[src/rtl/cdcsync_hs_src_if.sv]
// Handshake bundle between a word producer, the source-side CDC controller
// and the destination-facing req/ack/data lines.
interface cdcsync_hs_src_if #(
    parameter int DATA_W = 8
);
    logic              src_vld;
    logic [DATA_W-1:0] src_data;
    logic              src_rdy;
    logic              hs_req;
    logic [DATA_W-1:0] hs_data;
    logic              hs_ack;
    logic              done;

    // master: the handshake controller itself; slave: producer plus destination side
    modport master (
        input  src_vld, src_data, hs_ack,
        output src_rdy, hs_req, hs_data, done
    );
    modport slave (
        output src_vld, src_data, hs_ack,
        input  src_rdy, hs_req, hs_data, done
    );
endinterface

[src/rtl/cdcsync_hs_src.sv]
// Source side of a four-phase req/ack CDC handshake: captures one word, raises a
// flopped request level and waits for the full 0-1-0 acknowledge cycle.
module cdcsync_hs_src #(
    parameter int DATA_W = 8,
    parameter int TO_W   = 16
) (
    input  logic            src_clk,
    input  logic            src_rst,
    cdcsync_hs_src_if.master bus,
    input  logic [TO_W-1:0] cfg_timeout,
    output logic            err_timeout,
    input  logic            err_clr
);

    typedef enum logic [1:0] {
        IDLE    = 2'd0,
        REQ     = 2'd1,
        RELEASE = 2'd2
    } state_t;

    state_t            state_reg, state_next;
    logic              hs_req_reg, hs_req_next;
    logic [DATA_W-1:0] hs_data_reg, hs_data_next;
    logic              done_reg, done_next;
    logic              err_reg, err_next;
    logic [TO_W-1:0]   cnt_reg, cnt_next;
    logic              rdy;
    logic              ack_absent;
    logic              to_hit;

    always_ff @(posedge src_clk or posedge src_rst) begin
        if (src_rst) begin
            state_reg   <= IDLE;
            hs_req_reg  <= 1'b0;
            hs_data_reg <= '0;
            done_reg    <= 1'b0;
            err_reg     <= 1'b0;
            cnt_reg     <= '0;
        end else begin
            state_reg   <= state_next;
            hs_req_reg  <= hs_req_next;
            hs_data_reg <= hs_data_next;
            done_reg    <= done_next;
            err_reg     <= err_next;
            cnt_reg     <= cnt_next;
        end
    end

    always_comb begin
        state_next   = state_reg;
        hs_req_next  = hs_req_reg;
        hs_data_next = hs_data_reg;
        done_next    = 1'b0;
        cnt_next     = cnt_reg;
        rdy          = 1'b0;
        ack_absent   = 1'b0;
        to_hit       = 1'b0;

        case (state_reg)
            IDLE: begin
                // a stale ack left high by the destination blocks new words
                rdy = !bus.hs_ack;
                if (bus.src_vld && !bus.hs_ack) begin
                    hs_data_next = bus.src_data;
                    hs_req_next  = 1'b1;
                    cnt_next     = '0;
                    state_next   = REQ;
                end
            end
            REQ: begin
                if (bus.hs_ack) begin
                    hs_req_next = 1'b0;
                    cnt_next    = '0;
                    state_next  = RELEASE;
                end else begin
                    ack_absent = 1'b1;
                end
            end
            RELEASE: begin
                if (!bus.hs_ack) begin
                    done_next  = 1'b1;
                    state_next = IDLE;
                end else begin
                    ack_absent = 1'b1;
                end
            end
            default: begin
                hs_req_next = 1'b0;
                state_next  = IDLE;
            end
        endcase

        // timeout only reports; the handshake keeps waiting regardless
        if (ack_absent && (cfg_timeout != '0)) begin
            if (cnt_reg != '1) begin
                cnt_next = cnt_reg + TO_W'(1);
            end
            to_hit = (cnt_reg == cfg_timeout - TO_W'(1));
        end

        if (to_hit) begin
            err_next = 1'b1;
        end else if (err_clr) begin
            err_next = 1'b0;
        end else begin
            err_next = err_reg;
        end
    end

    assign bus.src_rdy = rdy;
    assign bus.hs_req  = hs_req_reg;
    assign bus.hs_data = hs_data_reg;
    assign bus.done    = done_reg;
    assign err_timeout = err_reg;

endmodule

[src/flat_wrapper.sv]
// flat-port wrapper written by rule: the top's interface ports become plain ports
module cdcsync_hs_src_flat 
#(
    parameter int DATA_W = 8,
    parameter int TO_W   = 16
)
  (src_clk, src_rst, cfg_timeout, err_timeout, err_clr, bus_src_vld, bus_src_data, bus_hs_ack, bus_src_rdy, bus_hs_req, bus_hs_data, bus_done);
  cdcsync_hs_src_if #(.DATA_W(DATA_W)) bus_i ();
  input  logic src_clk;
  input  logic src_rst;
  input  logic [TO_W-1:0] cfg_timeout;
  output logic err_timeout;
  input  logic err_clr;
  input wire logic [$bits(bus_i.src_vld)-1:0] bus_src_vld;
  input wire logic [$bits(bus_i.src_data)-1:0] bus_src_data;
  input wire logic [$bits(bus_i.hs_ack)-1:0] bus_hs_ack;
  output wire logic [$bits(bus_i.src_rdy)-1:0] bus_src_rdy;
  output wire logic [$bits(bus_i.hs_req)-1:0] bus_hs_req;
  output wire logic [$bits(bus_i.hs_data)-1:0] bus_hs_data;
  output wire logic [$bits(bus_i.done)-1:0] bus_done;
  assign bus_i.src_vld = bus_src_vld;
  assign bus_i.src_data = bus_src_data;
  assign bus_i.hs_ack = bus_hs_ack;
  assign bus_src_rdy = bus_i.src_rdy;
  assign bus_hs_req = bus_i.hs_req;
  assign bus_hs_data = bus_i.hs_data;
  assign bus_done = bus_i.done;
  cdcsync_hs_src #(.DATA_W(DATA_W), .TO_W(TO_W)) u_core (.src_clk(src_clk), .src_rst(src_rst), .bus(bus_i), .cfg_timeout(cfg_timeout), .err_timeout(err_timeout), .err_clr(err_clr));
endmodule
[config.mk]
export PLATFORM = sky130hd
export DESIGN_NAME = cdcsync_hs_src_flat
export DESIGN_NICKNAME = d
export VERILOG_FILES = /design/src/rtl/cdcsync_hs_src_if.sv /design/src/rtl/cdcsync_hs_src.sv /design/src/flat_wrapper.sv
export SDC_FILE = /design/constraint.sdc
export NUM_CORES = 1
export LEC_CHECK = 0
export CORE_UTILIZATION = 50
export DETAILED_ROUTE_END_ITERATION = 7
export GPL_TIMING_DRIVEN = 0
export PLACE_DENSITY = 0.74
export SETUP_SLACK_MARGIN = 0.2
export SKIP_CTS_REPAIR_TIMING = 1
export SLEW_MARGIN = 30
export SYNTH_ARGS = -nofsm -noshare
export SYNTH_HDL_FRONTEND = slang
export SYNTH_SLANG_ARGS = --single-unit
[constraint.sdc]
create_clock -name src_clk -period 2.8 [get_ports src_clk]
set_input_delay 0.56 -clock src_clk [delete_from_list [all_inputs] [get_ports src_clk]]
set_output_delay 0.56 -clock src_clk [all_outputs]
set_load 0.005 [all_outputs]
==> run summary <==
R2R Setup Slk - 0.36 ns
Mapped Cells - 227
grt total ovfl - 0
total clock buffers created by CTS - 5
Synth Flop Type - dfrtp_1
DP HPWL - 3617 microns
Power Density - 449.3 nW/um^2
min Tclk post-route - 2.579 ns
VDD IR-drop max - 0.3506 mV
htree depth - 2
Setup crit start - cfg_timeout[11]
area share of the largest cell type after synthesis - 35.52%
RSZ-0062 raised after global routing - true
Detailed Routing Iterations Pass 1 - 4
Reg clk slew, reported paths - 0.07 ns
Seq/Total Area, Yosys - 35.52%
post-DR vias/cell - 5.689
GPL Wtd Cong - 0.8480
most frequent cells in the layout - clkdlybuf4s50_1 (29), dfrtp_1 (29), nand2_1 (20), xnor2_1 (17), nor3_1 (13)
relative slew slack - 60.90%
Final Max Tran Viols - 0
largest net degree at the start of global routing - 30
status - finished clean
Worst setup EP type - flop
Max Cap Viol - 0
Critical R2R Launch - u_core.cnt_reg[0]$_DFF_PP0_
vias in the first global route - 1,666
Avg Inst Size Synth - 9.001 sq um
clk buf depth - 2
total power - 1.241 mW
Die Width - 65.93 microns
type of origin of the critical path - input port
crit share post-route - 92.12%
# rows - 22
first-pass GRT wire length - 7762 microns
hold path cells - 1
# diodes - 0
Slew @ Worst Pin - 0.5856 ns
TritonCTS clock tree - yes
WS Path Type - in2reg
post-synth cell types - 54
critical path fanouts, max - 5
post-synthesis register bit count - 29
RR Endpoint - u_core.cnt_reg[12]$_DFF_PP0_
Hold Path Class - reg2reg
initial drt markers - 175
WL/cell - 15.36 microns
via count - 1,883
die area - 4346 sq um
LEAKAGE - 1.179 nW
Initial Util - 53.79%
core area - 3799 sq um
area leader, netlist - dfrtp_1
synth-to-layout area growth - 35.21%
skew final - 0.007406 ns
Post-Syn Area - 2043 sq um
fraction of layout cells with a size suffix above 1 - 19.08%
final WL - 5085 microns
fmax - 387.7 MHz
worst skew pair latency - 0.28 ns
synth top area cells - dfrtp_1 (36%), xnor2_1 (7.3%), mux2_2 (4.4%), nand2_1 (3.9%), xor2_1 (3.9%)
YS warnings - 0
Ports - 41
max FFs per register - 16
arrival time worst endpoint - 2.74 ns
global-route usage over all layers - 23.85%
fin util - 72.73%
ANT nets after route - 0
final setup vio count - 0
port bufs - 38
Final Hold Fails - 0
Chip Height - 65.93 microns
WP data required - 2.96 ns
Nets - 314
hold_sp - u_core.bus.hs_data[6]$_DFFE_PP0P_
TritonCTS sink count - 29
Synthesized Nets - 259
Root Driver - clkbuf_8
Remaining DRCs - 0
Reg2Reg Depth - 8
Post-synth EDFFs - 0
initial antenna violation count - 0
Hold EP - u_core.bus.hs_data[6]$_DFFE_PP0P_
FFs w/ async S/R, synth - 100.0%
==> cell type report <==
class | count | area, sq um
Fill cell | 309 | 1036
Clock buffer | 6 | 82.58
Clock inverter | 2 | 13.76
Sequential cell | 29 | 725.7
Tap cell | 48 | 60.06
Inverter | 9 | 33.78
Timing Repair Buffer | 47 | 470.5
Multi-Input combinational cell | 182 | 1333
Buffer | 8 | 43.79
==> worst max path at each step <==
stage,cells past startpoint,end,slack (ns)
after floorplan,6,u_core.cnt_reg[9]$_DFF_PP0_,0.31
after CTS,9,u_core.err_timeout$_DFFE_PP0P_,-0.31
after global routing,9,u_core.err_timeout$_DFFE_PP0P_,0.16
after global placement,9,u_core.err_timeout$_DFFE_PP0P_,-0.61
after detailed placement,9,u_core.err_timeout$_DFFE_PP0P_,-0.61
final,9,u_core.cnt_reg[12]$_DFF_PP0_,0.22
==> cell families after synthesis <==
kind of cell | Yosys count | share of synthesized area [%]
xor+xnor | 26 | 11.15
compound gates | 48 | 17.58
simple gates | 96 | 25.90
fa+ha+maj | 3 | 1.837
mux | 8 | 4.409
flops | 29 | 35.52
buf+inv | 17 | 3.612
==> worst max-delay path, stage by stage <==
cell and delay, ns:
clkdlybuf4s50_1 0.44, or3_4 0.37, or4_4 0.46, o311ai_4 0.37, buf_4 0.19, buf_4 0.11, nor2_1 0.04, o21ai_1 0.11
o21ai_1 0.09
==> cells in the mapped netlist, drive strengths merged (2+ instances only) <==
master	count
a21boi	2
mux2	8
a21oi	5
a211oi	2
a31oi	2
o21ai	17
o31ai	3
a211o	2
nand4	4
o211ai	2
o21bai	2
nand3	8
or3	6
and2	6
nand2b	4
xnor2	17
and4	3
nand2	21
a21o	2
clkbuf	4
nor3b	3
inv	9
dfrtp	29
and3	4
nor3	13
ha	3
nor2	12
nor4	5
buf	4
or4	3
xor2	9
==> power breakdown <==
part	total (mW)	internal, mW	switching, mW
Clock	0.363	0.199	0.164
Combinational	0.369	0.210	0.159
Sequential	0.509	0.470	0.0393
Total	1.24	0.879	0.363
==> stage by stage <==
step	hold slack, ns	setup TNS (ns)	cell area (sq um)	setup slack, ns	cells
2_1_floorplan	0.4771	0	2043	0.3121	227
3_3_place_gp	0.4900	-5.177	2484	-0.6068	313
3_5_place_dp	0.4944	-5.184	2484	-0.6084	313
4_1_cts	0.5094	-0.7244	2580	-0.3138	321
5_1_grt	0.5371	0	2763	0.1638	331
6_report	0.5050	0	2763	0.2208	331
==> routing by layer <==
metal	GRT usage [%]	part of all wire (%)	up-vias
met2	37.63	47	39
li1	-	-	940
met5	0	0	-
met1	32.93	47	897
met4	7.337	0.90	0
met3	4.310	4.6	7
Power figures use the tool's default switching activity.
